### src/rtl/cpu_pkg.sv
// Shared definitions for the cpu_sequencer slice: opcode and FSM state
// enumerations, instruction field positions and opcode classification helpers.
`timescale 1ns/1ps
package cpu_pkg;

    localparam int INSTR_W = 16;

    // Instruction field positions.
    localparam int OPC_MSB = 15;
    localparam int OPC_LSB = 12;
    localparam int RD_MSB  = 11;
    localparam int RD_LSB  = 8;
    localparam int RS1_MSB = 7;
    localparam int RS1_LSB = 4;
    localparam int RS2_MSB = 3;
    localparam int RS2_LSB = 0;
    localparam int IMM_MSB = 7;
    localparam int IMM_LSB = 0;

    // Encodings 9..15 are unused and treated as illegal.
    typedef enum logic [3:0] {
        OP_NOP = 4'd0,
        OP_ADD = 4'd1,
        OP_SUB = 4'd2,
        OP_AND = 4'd3,
        OP_OR  = 4'd4,
        OP_XOR = 4'd5,
        OP_LDI = 4'd6,
        OP_SHL = 4'd7,
        OP_SHR = 4'd8
    } opcode_e;

    typedef enum logic [1:0] {
        ST_IDLE      = 2'd0,
        ST_DECODE    = 2'd1,
        ST_EXECUTE   = 2'd2,
        ST_WRITEBACK = 2'd3
    } state_e;

    // Opcodes that produce a register-file write.
    function automatic logic is_write_op(input opcode_e opc);
        return (opc >= OP_ADD) && (opc <= OP_SHR);
    endfunction

    function automatic logic is_legal_op(input opcode_e opc);
        return opc <= OP_SHR;
    endfunction

endpackage

### src/rtl/cpu_sequencer_if.sv
// Instruction handshake and register-file bus of the cpu_sequencer.
// The master modport is the sequencer side, the slave modport the
// instruction source / register file side. With CPU_SEQUENCER_FLAGS_EN
// defined the bus also carries the flag_z/flag_c status outputs.
`timescale 1ns/1ps
interface cpu_sequencer_if #(
    parameter int DATA_W = 16,
    parameter int ADDR_W = 4
);
    logic [15:0]       instr;
    logic              instr_valid;
    logic              instr_ready;
    logic [ADDR_W-1:0] rf_raddr1;
    logic [ADDR_W-1:0] rf_raddr2;
    logic [DATA_W-1:0] rf_rdata1;
    logic [DATA_W-1:0] rf_rdata2;
    logic              rf_we;
    logic [ADDR_W-1:0] rf_waddr;
    logic [DATA_W-1:0] rf_wdata;
    logic              done;
    logic              illegal;
`ifdef CPU_SEQUENCER_FLAGS_EN
    logic              flag_z;
    logic              flag_c;

    modport master (
        input  instr, instr_valid, rf_rdata1, rf_rdata2,
        output instr_ready, rf_raddr1, rf_raddr2, rf_we, rf_waddr, rf_wdata,
               done, illegal, flag_z, flag_c
    );

    modport slave (
        output instr, instr_valid, rf_rdata1, rf_rdata2,
        input  instr_ready, rf_raddr1, rf_raddr2, rf_we, rf_waddr, rf_wdata,
               done, illegal, flag_z, flag_c
    );
`else
    modport master (
        input  instr, instr_valid, rf_rdata1, rf_rdata2,
        output instr_ready, rf_raddr1, rf_raddr2, rf_we, rf_waddr, rf_wdata,
               done, illegal
    );

    modport slave (
        output instr, instr_valid, rf_rdata1, rf_rdata2,
        input  instr_ready, rf_raddr1, rf_raddr2, rf_we, rf_waddr, rf_wdata,
               done, illegal
    );
`endif
endinterface

### src/rtl/cpu_alu.sv
// Combinational ALU: maps opcode plus operands/immediate to a result and a
// carry (ADD carry-out, SUB borrow, 0 for everything else). Results wrap
// modulo 2^DATA_W.
`timescale 1ns/1ps
module cpu_alu
    import cpu_pkg::*;
#(
    parameter int DATA_W = 16
) (
    input  logic [DATA_W-1:0] a_i,
    input  logic [DATA_W-1:0] b_i,
    input  opcode_e           opcode_i,
    input  logic [7:0]        imm8_i,
    output logic [DATA_W-1:0] result_o,
    output logic              carry_o
);

    // One extra bit captures carry-out / borrow.
    logic [DATA_W:0] sum;
    logic [DATA_W:0] diff;

    assign sum  = {1'b0, a_i} + {1'b0, b_i};
    assign diff = {1'b0, a_i} - {1'b0, b_i};

    // Opcode decode to result; NOP and illegal opcodes yield zero.
    always_comb begin
        // NOTE: every output gets a default first so no path leaves it unassigned (no latch).
        result_o = '0;
        carry_o  = 1'b0;
        case (opcode_i)
            OP_ADD: begin
                result_o = sum[DATA_W-1:0];
                carry_o  = sum[DATA_W];
            end
            OP_SUB: begin
                result_o = diff[DATA_W-1:0];
                carry_o  = diff[DATA_W];
            end
            OP_AND:  result_o = a_i & b_i;
            OP_OR:   result_o = a_i | b_i;
            OP_XOR:  result_o = a_i ^ b_i;
            OP_LDI:  result_o = DATA_W'(imm8_i);
            OP_SHL:  result_o = a_i << b_i[3:0];
            OP_SHR:  result_o = a_i >> b_i[3:0];
            default: result_o = '0;
        endcase
    end

endmodule

### src/rtl/cpu_sequencer.sv
// Multi-cycle instruction sequencer: IDLE -> DECODE -> EXECUTE -> WRITEBACK.
// Accepts one instruction in IDLE, reads its operands from an external
// register file in DECODE, computes in EXECUTE and writes back in WRITEBACK.
// Optional feature: define CPU_SEQUENCER_FLAGS_EN to add zero/carry flags.
`timescale 1ns/1ps
module cpu_sequencer
    import cpu_pkg::*;
#(
    parameter int DATA_W = 16,
    parameter int ADDR_W = 4
) (
    input logic             clk,
    input logic             reset,
    cpu_sequencer_if.master bus
);

    state_e               state_q, state_d;
    logic [INSTR_W-1:0]   instr_q;
    logic [DATA_W-1:0]    op_a_q;
    logic [DATA_W-1:0]    op_b_q;
    logic [DATA_W-1:0]    result_q;

    logic                 accept;
    logic                 instr_ready;
    logic [ADDR_W-1:0]    rf_raddr1;
    logic [ADDR_W-1:0]    rf_raddr2;
    logic                 rf_we;
    logic [ADDR_W-1:0]    rf_waddr;
    logic [DATA_W-1:0]    rf_wdata;
    logic                 done;
    logic                 illegal;

    logic [DATA_W-1:0]    alu_result;
    logic                 alu_carry;

    // Latched instruction fields.
    opcode_e              opc;
    logic [3:0]           rd;
    logic [3:0]           rs1;
    logic [3:0]           rs2;
    logic [7:0]           imm8;

    assign opc  = opcode_e'(instr_q[OPC_MSB:OPC_LSB]);
    assign rd   = instr_q[RD_MSB:RD_LSB];
    assign rs1  = instr_q[RS1_MSB:RS1_LSB];
    assign rs2  = instr_q[RS2_MSB:RS2_LSB];
    assign imm8 = instr_q[IMM_MSB:IMM_LSB];

    cpu_alu #(
        .DATA_W (DATA_W)
    ) u_alu (
        .a_i      (op_a_q),
        .b_i      (op_b_q),
        .opcode_i (opc),
        .imm8_i   (imm8),
        .result_o (alu_result),
        .carry_o  (alu_carry)
    );

    // FSM state register.
    always_ff @(posedge clk) begin
        // NOTE: sequential state is always assigned with <= so every flop samples pre-edge values.
        if (reset) begin
            state_q <= ST_IDLE;
        end else begin
            state_q <= state_d;
        end
    end

    // Next-state logic and per-state bus outputs.
    always_comb begin
        state_d     = state_q;
        accept      = 1'b0;
        instr_ready = 1'b0;
        rf_raddr1   = '0;
        rf_raddr2   = '0;
        rf_we       = 1'b0;
        rf_waddr    = '0;
        rf_wdata    = '0;
        done        = 1'b0;
        illegal     = 1'b0;

        case (state_q)
            ST_IDLE: begin
                instr_ready = 1'b1;
                if (bus.instr_valid) begin
                    accept  = 1'b1;
                    state_d = ST_DECODE;
                end
            end
            ST_DECODE: begin
                rf_raddr1 = ADDR_W'(rs1);
                rf_raddr2 = ADDR_W'(rs2);
                state_d   = ST_EXECUTE;
            end
            ST_EXECUTE: begin
                state_d = ST_WRITEBACK;
            end
            ST_WRITEBACK: begin
                done    = 1'b1;
                illegal = !is_legal_op(opc);
                if (is_write_op(opc)) begin
                    rf_we    = 1'b1;
                    rf_waddr = ADDR_W'(rd);
                    rf_wdata = result_q;
                end
                state_d = ST_IDLE;
            end
            default: state_d = ST_IDLE;
        endcase

        // NOTE: reset is synchronous, so the outputs are forced combinationally as well;
        // otherwise a reset landing in WRITEBACK would still write the register file that cycle.
        if (reset) begin
            state_d     = ST_IDLE;
            accept      = 1'b0;
            instr_ready = 1'b1;
            rf_raddr1   = '0;
            rf_raddr2   = '0;
            rf_we       = 1'b0;
            rf_waddr    = '0;
            rf_wdata    = '0;
            done        = 1'b0;
            illegal     = 1'b0;
        end
    end

    // Instruction latch, operand capture and result register.
    always_ff @(posedge clk) begin
        if (reset) begin
            instr_q  <= '0;
            op_a_q   <= '0;
            op_b_q   <= '0;
            result_q <= '0;
        end else begin
            if (accept) begin
                instr_q <= bus.instr;
            end
            if (state_q == ST_DECODE) begin
                op_a_q <= bus.rf_rdata1;
                op_b_q <= bus.rf_rdata2;
            end
            if (state_q == ST_EXECUTE) begin
                result_q <= alu_result;
            end
        end
    end

`ifdef CPU_SEQUENCER_FLAGS_EN
    logic carry_q;
    logic flag_z_q;
    logic flag_c_q;

    // Carry is captured alongside the result; flags load when a writing
    // instruction leaves WRITEBACK and hold otherwise.
    always_ff @(posedge clk) begin
        if (reset) begin
            carry_q  <= 1'b0;
            flag_z_q <= 1'b0;
            flag_c_q <= 1'b0;
        end else begin
            if (state_q == ST_EXECUTE) begin
                carry_q <= alu_carry;
            end
            if (state_q == ST_WRITEBACK && is_write_op(opc)) begin
                flag_z_q <= (result_q == '0);
                flag_c_q <= carry_q;
            end
        end
    end

    assign bus.flag_z = flag_z_q;
    assign bus.flag_c = flag_c_q;
`else
    // Carry has no consumer without the flag feature.
    logic unused_carry;
    assign unused_carry = alu_carry;
`endif

    assign bus.instr_ready = instr_ready;
    assign bus.rf_raddr1   = rf_raddr1;
    assign bus.rf_raddr2   = rf_raddr2;
    assign bus.rf_we       = rf_we;
    assign bus.rf_waddr    = rf_waddr;
    assign bus.rf_wdata    = rf_wdata;
    assign bus.done        = done;
    assign bus.illegal     = illegal;

endmodule
### src/flat_wrapper.sv
// flat-port wrapper written by rule: the top's interface ports become plain ports
module cpu_sequencer_flat import cpu_pkg::*;
#(
    parameter int DATA_W = 16,
    parameter int ADDR_W = 4
)
  (clk, reset, bus_instr, bus_instr_valid, bus_rf_rdata1, bus_rf_rdata2, bus_instr_ready, bus_rf_raddr1, bus_rf_raddr2, bus_rf_we, bus_rf_waddr, bus_rf_wdata, bus_done, bus_illegal);
  cpu_sequencer_if #(.DATA_W(DATA_W), .ADDR_W(ADDR_W)) bus_i ();
  input logic clk;
  input logic reset;
  input wire logic [$bits(bus_i.instr)-1:0] bus_instr;
  input wire logic [$bits(bus_i.instr_valid)-1:0] bus_instr_valid;
  input wire logic [$bits(bus_i.rf_rdata1)-1:0] bus_rf_rdata1;
  input wire logic [$bits(bus_i.rf_rdata2)-1:0] bus_rf_rdata2;
  output wire logic [$bits(bus_i.instr_ready)-1:0] bus_instr_ready;
  output wire logic [$bits(bus_i.rf_raddr1)-1:0] bus_rf_raddr1;
  output wire logic [$bits(bus_i.rf_raddr2)-1:0] bus_rf_raddr2;
  output wire logic [$bits(bus_i.rf_we)-1:0] bus_rf_we;
  output wire logic [$bits(bus_i.rf_waddr)-1:0] bus_rf_waddr;
  output wire logic [$bits(bus_i.rf_wdata)-1:0] bus_rf_wdata;
  output wire logic [$bits(bus_i.done)-1:0] bus_done;
  output wire logic [$bits(bus_i.illegal)-1:0] bus_illegal;
  assign bus_i.instr = bus_instr;
  assign bus_i.instr_valid = bus_instr_valid;
  assign bus_i.rf_rdata1 = bus_rf_rdata1;
  assign bus_i.rf_rdata2 = bus_rf_rdata2;
  assign bus_instr_ready = bus_i.instr_ready;
  assign bus_rf_raddr1 = bus_i.rf_raddr1;
  assign bus_rf_raddr2 = bus_i.rf_raddr2;
  assign bus_rf_we = bus_i.rf_we;
  assign bus_rf_waddr = bus_i.rf_waddr;
  assign bus_rf_wdata = bus_i.rf_wdata;
  assign bus_done = bus_i.done;
  assign bus_illegal = bus_i.illegal;
  cpu_sequencer #(.DATA_W(DATA_W), .ADDR_W(ADDR_W)) u_core (.clk(clk), .reset(reset), .bus(bus_i));
endmodule
### config.mk
export PLATFORM = sky130hd
export DESIGN_NAME = cpu_sequencer_flat
export DESIGN_NICKNAME = d
export VERILOG_FILES = /design/src/rtl/cpu_pkg.sv /design/src/rtl/cpu_sequencer_if.sv /design/src/rtl/cpu_alu.sv /design/src/rtl/cpu_sequencer.sv /design/src/flat_wrapper.sv
export SDC_FILE = /design/constraint.sdc
export NUM_CORES = 1
export LEC_CHECK = 0
export CORE_MARGIN = 5
export CORE_UTILIZATION = 57
export DETAILED_ROUTE_END_ITERATION = 8
export GPL_TIMING_DRIVEN = 0
export PLACE_DENSITY = 0.82
export SLEW_MARGIN = 0
export SYNTH_ARGS = -nofsm -noshare
export SYNTH_HDL_FRONTEND = slang
export SYNTH_HIERARCHICAL = 1
export SYNTH_SLANG_ARGS = --single-unit
### constraint.sdc
create_clock -name clk -period 4.4 [get_ports clk]
set_clock_uncertainty 0.2 [all_clocks]
set_input_delay 1.1 -clock clk [delete_from_list [all_inputs] [get_ports clk]]
set_output_delay 1.1 -clock clk [all_outputs]
set_load 0.01 [all_outputs]
-- Yosys cells after proc, flatten, opt, wreduce, memory -nomap -nowiden
Index checks and enable logic that the tools add are counted.
- word-level logic and storage cells: 54
- memories kept: 0
- output and inout port bits: 32
- ROM bits: 0
- bits in latches: 0
- memory bits (writable): 0
- input port bits: 51
- bits in registers: 66
- div/mod/pow operators: 0
- reductions and logical operators: 3
- shifts and indexed selects: 2
- $lt $le $gt $ge: 2
- bitwise logic cells: 3
- $add $sub $neg: 2
- equality and inequality tests: 12
- muxes and demuxes: 25
- $mul: 0
- operators by type and width (operator ; count):
    $pmux 16 s8 ; 1
    $mux 16 ; 3
    $mux 4 ; 7
    $add 16x16->16 ; 1
    $and 16x16->16 ; 1
    $eq 4x3->1 const B ; 4
    $or 16x16->16 ; 1
    $shl 16x4->16 ; 1
    $shr 16x4->16 ; 1
    $sub 16x16->16 ; 1
    $xor 16x16->16 ; 1
    $mux 1 ; 12
    $eq 4x2->1 const B ; 2
    $pmux 2 s4 ; 1
    $eq 2x2->1 const B ; 2
    $eq 4x1->1 const B ; 1
    $eq 4x4->1 const B ; 1
    $ge 4x1->1 const B ; 1
    $le 4x4->1 const B ; 1
    $eq 2x1->1 const B ; 1
    $logic_not 2->1 ; 1
    $mux 2 ; 1
    $ne 2x2->1 const B ; 1
    $logic_and 1x1->1 ; 1
    $logic_not 1->1 ; 1

-- Depth between registers and ports, before layout
- depth after elaboration: 5
- gate-level depth with buffers: 13
- mapped depth without buffers: 13

-- Hierarchy
Netlist, hierarchy kept.
- modules (own cells, without submodules) (module ; sequential area each (sq um) ; cells each ; times used ; area an instance (sq um)):
    cpu_alu ; 0.0 ; 586 ; 1 ; 3886.2
    cpu_sequencer ; 1321.3 ; 280 ; 1 ; 2692.6

-- Worst setup path before layout
Ideal clock, no wire load.
- path kind: reg-to-reg
- from: register u_core.op_b_q[2]
- to: register u_core.result_q[10]
- required time: 4.072 ns
- buffers on the path: 2
- data arrival time: 2.844 ns
- library setup time: 0.128 ns
- setup slack: 1.228 ns
- stages on the path, launching flop included: 14
- period minus slack after synthesis: 3.172 ns
- cells stage by stage: dfxtp_1 > clkbuf_1 > inv_1 > buf_1 > ha_1 > nor2b_1 > o21a_1 > a311o_1 > o31a_1 > nand4_1 > nand3_1 > a32o_1 > mux2i_1 > nor2_1
- cells in the longest elaborated chain, start to end: 2
- elaborated cells between the ends (all ways): 5
- those cells by class: add/sub: 2; shift: 2; mux: 1
- ends and longest elaborated chain (item ; line ; RTL):
    from (decl) ; cpu_sequencer.sv:20 ; logic [DATA_W-1:0] op_b_q;
    from (signal assigned) ; cpu_sequencer.sv:141 ; op_b_q <= bus.rf_rdata2;
    $sub 16x16->16 (tied with other cells) ; cpu_alu.sv:23 ; assign diff = {1'b0, a_i} - {1'b0, b_i};
    $pmux 16 s8 (*) ; cpu_alu.sv:30 ; case (opcode_i)
    net u_core.alu_result[10] ; cpu_sequencer.sv:33 ; logic [DATA_W-1:0] alu_result;
    to (signal assigned) ; cpu_sequencer.sv:144 ; result_q <= alu_result;
    to (decl) ; cpu_sequencer.sv:21 ; logic [DATA_W-1:0] result_q;
Mark *: on every way through the listed nets, which the timed path passes. The rest lies on a longest branch.
A chain may end at the register's enable or synchronous reset.

-- Final worst setup path
- from: register u_core.op_b_q[2]
- to: register u_core.result_q[8]
The elaborated chain is that of the path after synthesis.

==> implementation parameters <==
Parameter                              Value

GRT
  Total global-route track usage    between 30% and 40%
  Met3 Track Usage GR    between 7 and 8%
  Via count of the first global-routing pass    around 6,500
  GRT Max-Usage Layer    met2
  Largest net degree at the start of global routing    12
  Global-route track usage on met2    54.08%
  First-pass GRT wire length    between 30,000 and 40,000 microns
  Total congestion overflow after global routing    0
  Met1 GRT Util    slightly below 50%
  Number of antenna violations at the first check in global routing    0

Die
  Full die area    between 10,000 and 15,000 sq um
  Initial core utilization    57.65%
  # rows    39
  Core region area    approximately 11,000 sq um
  Top-Level Pins    83
  DIE HEIGHT    116.8 microns
  Die Wd    about 120 microns

Critical path
  Critical Path Fanout Max    11
  Terminus of the critical flop-to-flop path    u_core/result_q[8]
  Worst setup path class    reg -> reg
  Crit path launch    u_core/op_b_q[2]
  Endpoint kind of the worst setup timing path    flop
  R2r setup slk    around 0.43 ns
  Cells on worst reg2reg path    13
  Endpoint of the worst setup timing path    u_core/result_q[8]
  R2r startpoint    u_core/op_b_q[2]
  Startpoint type of the worst setup path    flop
  Data required time at the worst endpoint    roughly 4.5 ns
  Crit path DAT    ~4.1 ns

Cells and area
  Post-layout instance area    slightly below 8000 sq um
  Count of antenna diodes in the layout    0
  Area added between synthesis and finish    20.12%
  FILL cells    between 900 and 1,000
  Cell Count, Final, Fillers Out    between 1,000 and 1,500
  Number of nets at the end of the flow    1,053
  Share of cells above drive strength 1    ~8.2%

Route
  Routed via count    approximately 7,100
  TritonRoute pass-1 iters    6
  Detailed-route vias per instance    6.496
  Final Routed Wirelength    about 24,000 microns
  WL/cell    between 20 and 25 microns
  Count of routing violations after the opening detailed-route iteration    approximately 1,000
  DR DRC count    0
  Final ANT Viol Nets    0

STA
  Unrepaired setup endpoints after global routing    no
  Final hold viol count    0
  Final sum of negative setup slack    0 ns
  Number of max-slew violations in the final report    0
  Max Fclk    252.2 MHz
  Actual slew at the worst max-slew pin    1.025 ns
  Final number of setup-violating endpoints    0
  Shortest period the worst path allows    3.965 ns
  Share of the cycle needed by the critical path after routing    90.12%
  Relative slew margins    a little under a third

Synth
  Synth Area per Inst    7.619 sq um
  Gate count of the mapped netlist    ~850
  Number of warning messages in the yosys log    6
  Post-synthesis instance area    roughly 6500 sq um
  Post-Synthesis Net Count    961

Power
  Pwr per Cell Area    approximately 570 nW/um^2
  Maximum VDD drop    0.0004743 V
  Leakage power figure    roughly 3.1 nW

Placement
  Detailed Place HPWL    between 15,000 and 20,000 microns
  Number of placed instances with taps included    between 1,000 and 1,500
  Final RePlAce weighted congestion    1.041
  Buffers on Ports    approximately 80
  Cell area after placement    ~7500 sq um

Status
  Result of the run    finished, final reports clean

Clock network
  Maximum clock path buffer count    2
  Clock slew seen by the registers of the worst setup and hold paths    0.06 ns
  Clock buffer count from CTS    9
  CTS tree    yes
  Clock root buffer    clkbuf_16
  CTS resizes    0
  Number of H-tree levels    3
  Number of clock sinks seen by CTS    66
  Post-CTS Setup Repair Bufs    0
  Later-pin clock latency in the skew report    0.35 ns
  Hold buffer count at CTS    0

Job
  Max cap viols    0

Min path
  Min-delay worst type    reg -> reg
[worst min path at each step]
stage	startpoint	end	slack, ns	cells past startpoint
2_1_floorplan	u_core/instr_q[10]	u_core/instr_q[10]	0.25	2
3_3_place_gp	u_core/result_q[8]	u_core/result_q[8]	0.27	2
3_5_place_dp	u_core/instr_q[10]	u_core/instr_q[10]	0.27	2
4_1_cts	u_core/instr_q[10]	u_core/instr_q[10]	0.28	2
5_1_grt	u_core/result_q[8]	u_core/result_q[8]	0.31	2
6_report	u_core/instr_q[10]	u_core/instr_q[10]	0.28	2
[stage by stage]
step           setup slack (ns)  util (%)  hold WS (ns)  power, W
6_report                 0.4347     69.25        0.2814  0.004443
5_1_grt                  0.3317     69.25        0.3130  0.004672
4_1_cts                  0.5526     69.25        0.2847  0.004342
3_5_place_dp             0.6246     66.43        0.2678  0.003539
3_3_place_gp             0.5944     66.43        0.2651  0.003532
2_1_floorplan             1.228         -        0.2493  0.002757
[flip-flops by register name, indices dropped and copies added (netlist names)]
register and flops:
u_core/instr_q 16, u_core/result_q 16, u_core/state_q 2, u_core/op_b_q 16
u_core/op_a_q 16
[per-layer routing]
layer	vias up	wire length, microns
met5	-	0
met4	0	1118
met3	94	2702
met2	502	10660
met1	3256	9741
li1	3242	-
[placed cells by master, fill, tap and decap left out, types with 5 or more instances in the layout]
cell             instances
clkbuf_1                21
o21ai_0                 62
buf_4                    5
and2_1                  11
a31oi_1                  6
inv_1                   64
o31ai_1                  5
a221oi_1                 7
clkdlybuf4s50_1         81
a211o_1                  8
a211oi_1                17
a21o_1                   6
dfxtp_1                 66
and3_1                  23
nand2_1                 34
mux2_2                   7
nand4_1                  5
a21oi_1                 48
a22oi_1                  7
nor2_1                 121
nand3b_1                17
nand2b_1                12
nor3_1                  17
nor2b_1                 14
clkbuf_16                9
buf_2                   30
o21a_1                   5
mux2i_1                 67
o22ai_1                  8
mux4_2                   6
ha_1                    55
nand3_1                 15
o211ai_1                11
[power by group]
group	internal, W	switching, W
combinational	0.00103	0.00171
clock	0.000507	0.000273
sequential	0.000732	0.000191
total	0.00227	0.00218
[worst max-delay path: stages (launching register included)]
cell and delay, ns:
dfxtp_1 0.33, clkbuf_1 0.20, inv_1 0.18, buf_1 0.52, ha_1 0.42, nor2b_1 0.16
o21a_1 0.23, a311o_1 0.41, o31a_1 0.32, o21ai_0 0.17, a21oi_1 0.06, o21ai_0 0.46
mux2i_1 0.14, nor2_1 0.10
[final cells by class]
| type | count | area (sq um) | share of cell area [%] |
|---|---|---|---|
| inverters | 65 | 244.0 | 3.125 |
| clock inverters | 5 | 78.83 | 1.010 |
| well taps | 143 | 178.9 | 2.292 |
| clock buffers | 10 | 239.0 | 3.061 |
| plain buffers | 60 | 282.8 | 3.622 |
| multi-input cells | 662 | 4651 | 59.58 |
| flip-flops and latches | 66 | 1321 | 16.93 |
| repair buffers | 81 | 810.8 | 10.39 |
(Power assumes the default switching activity.)
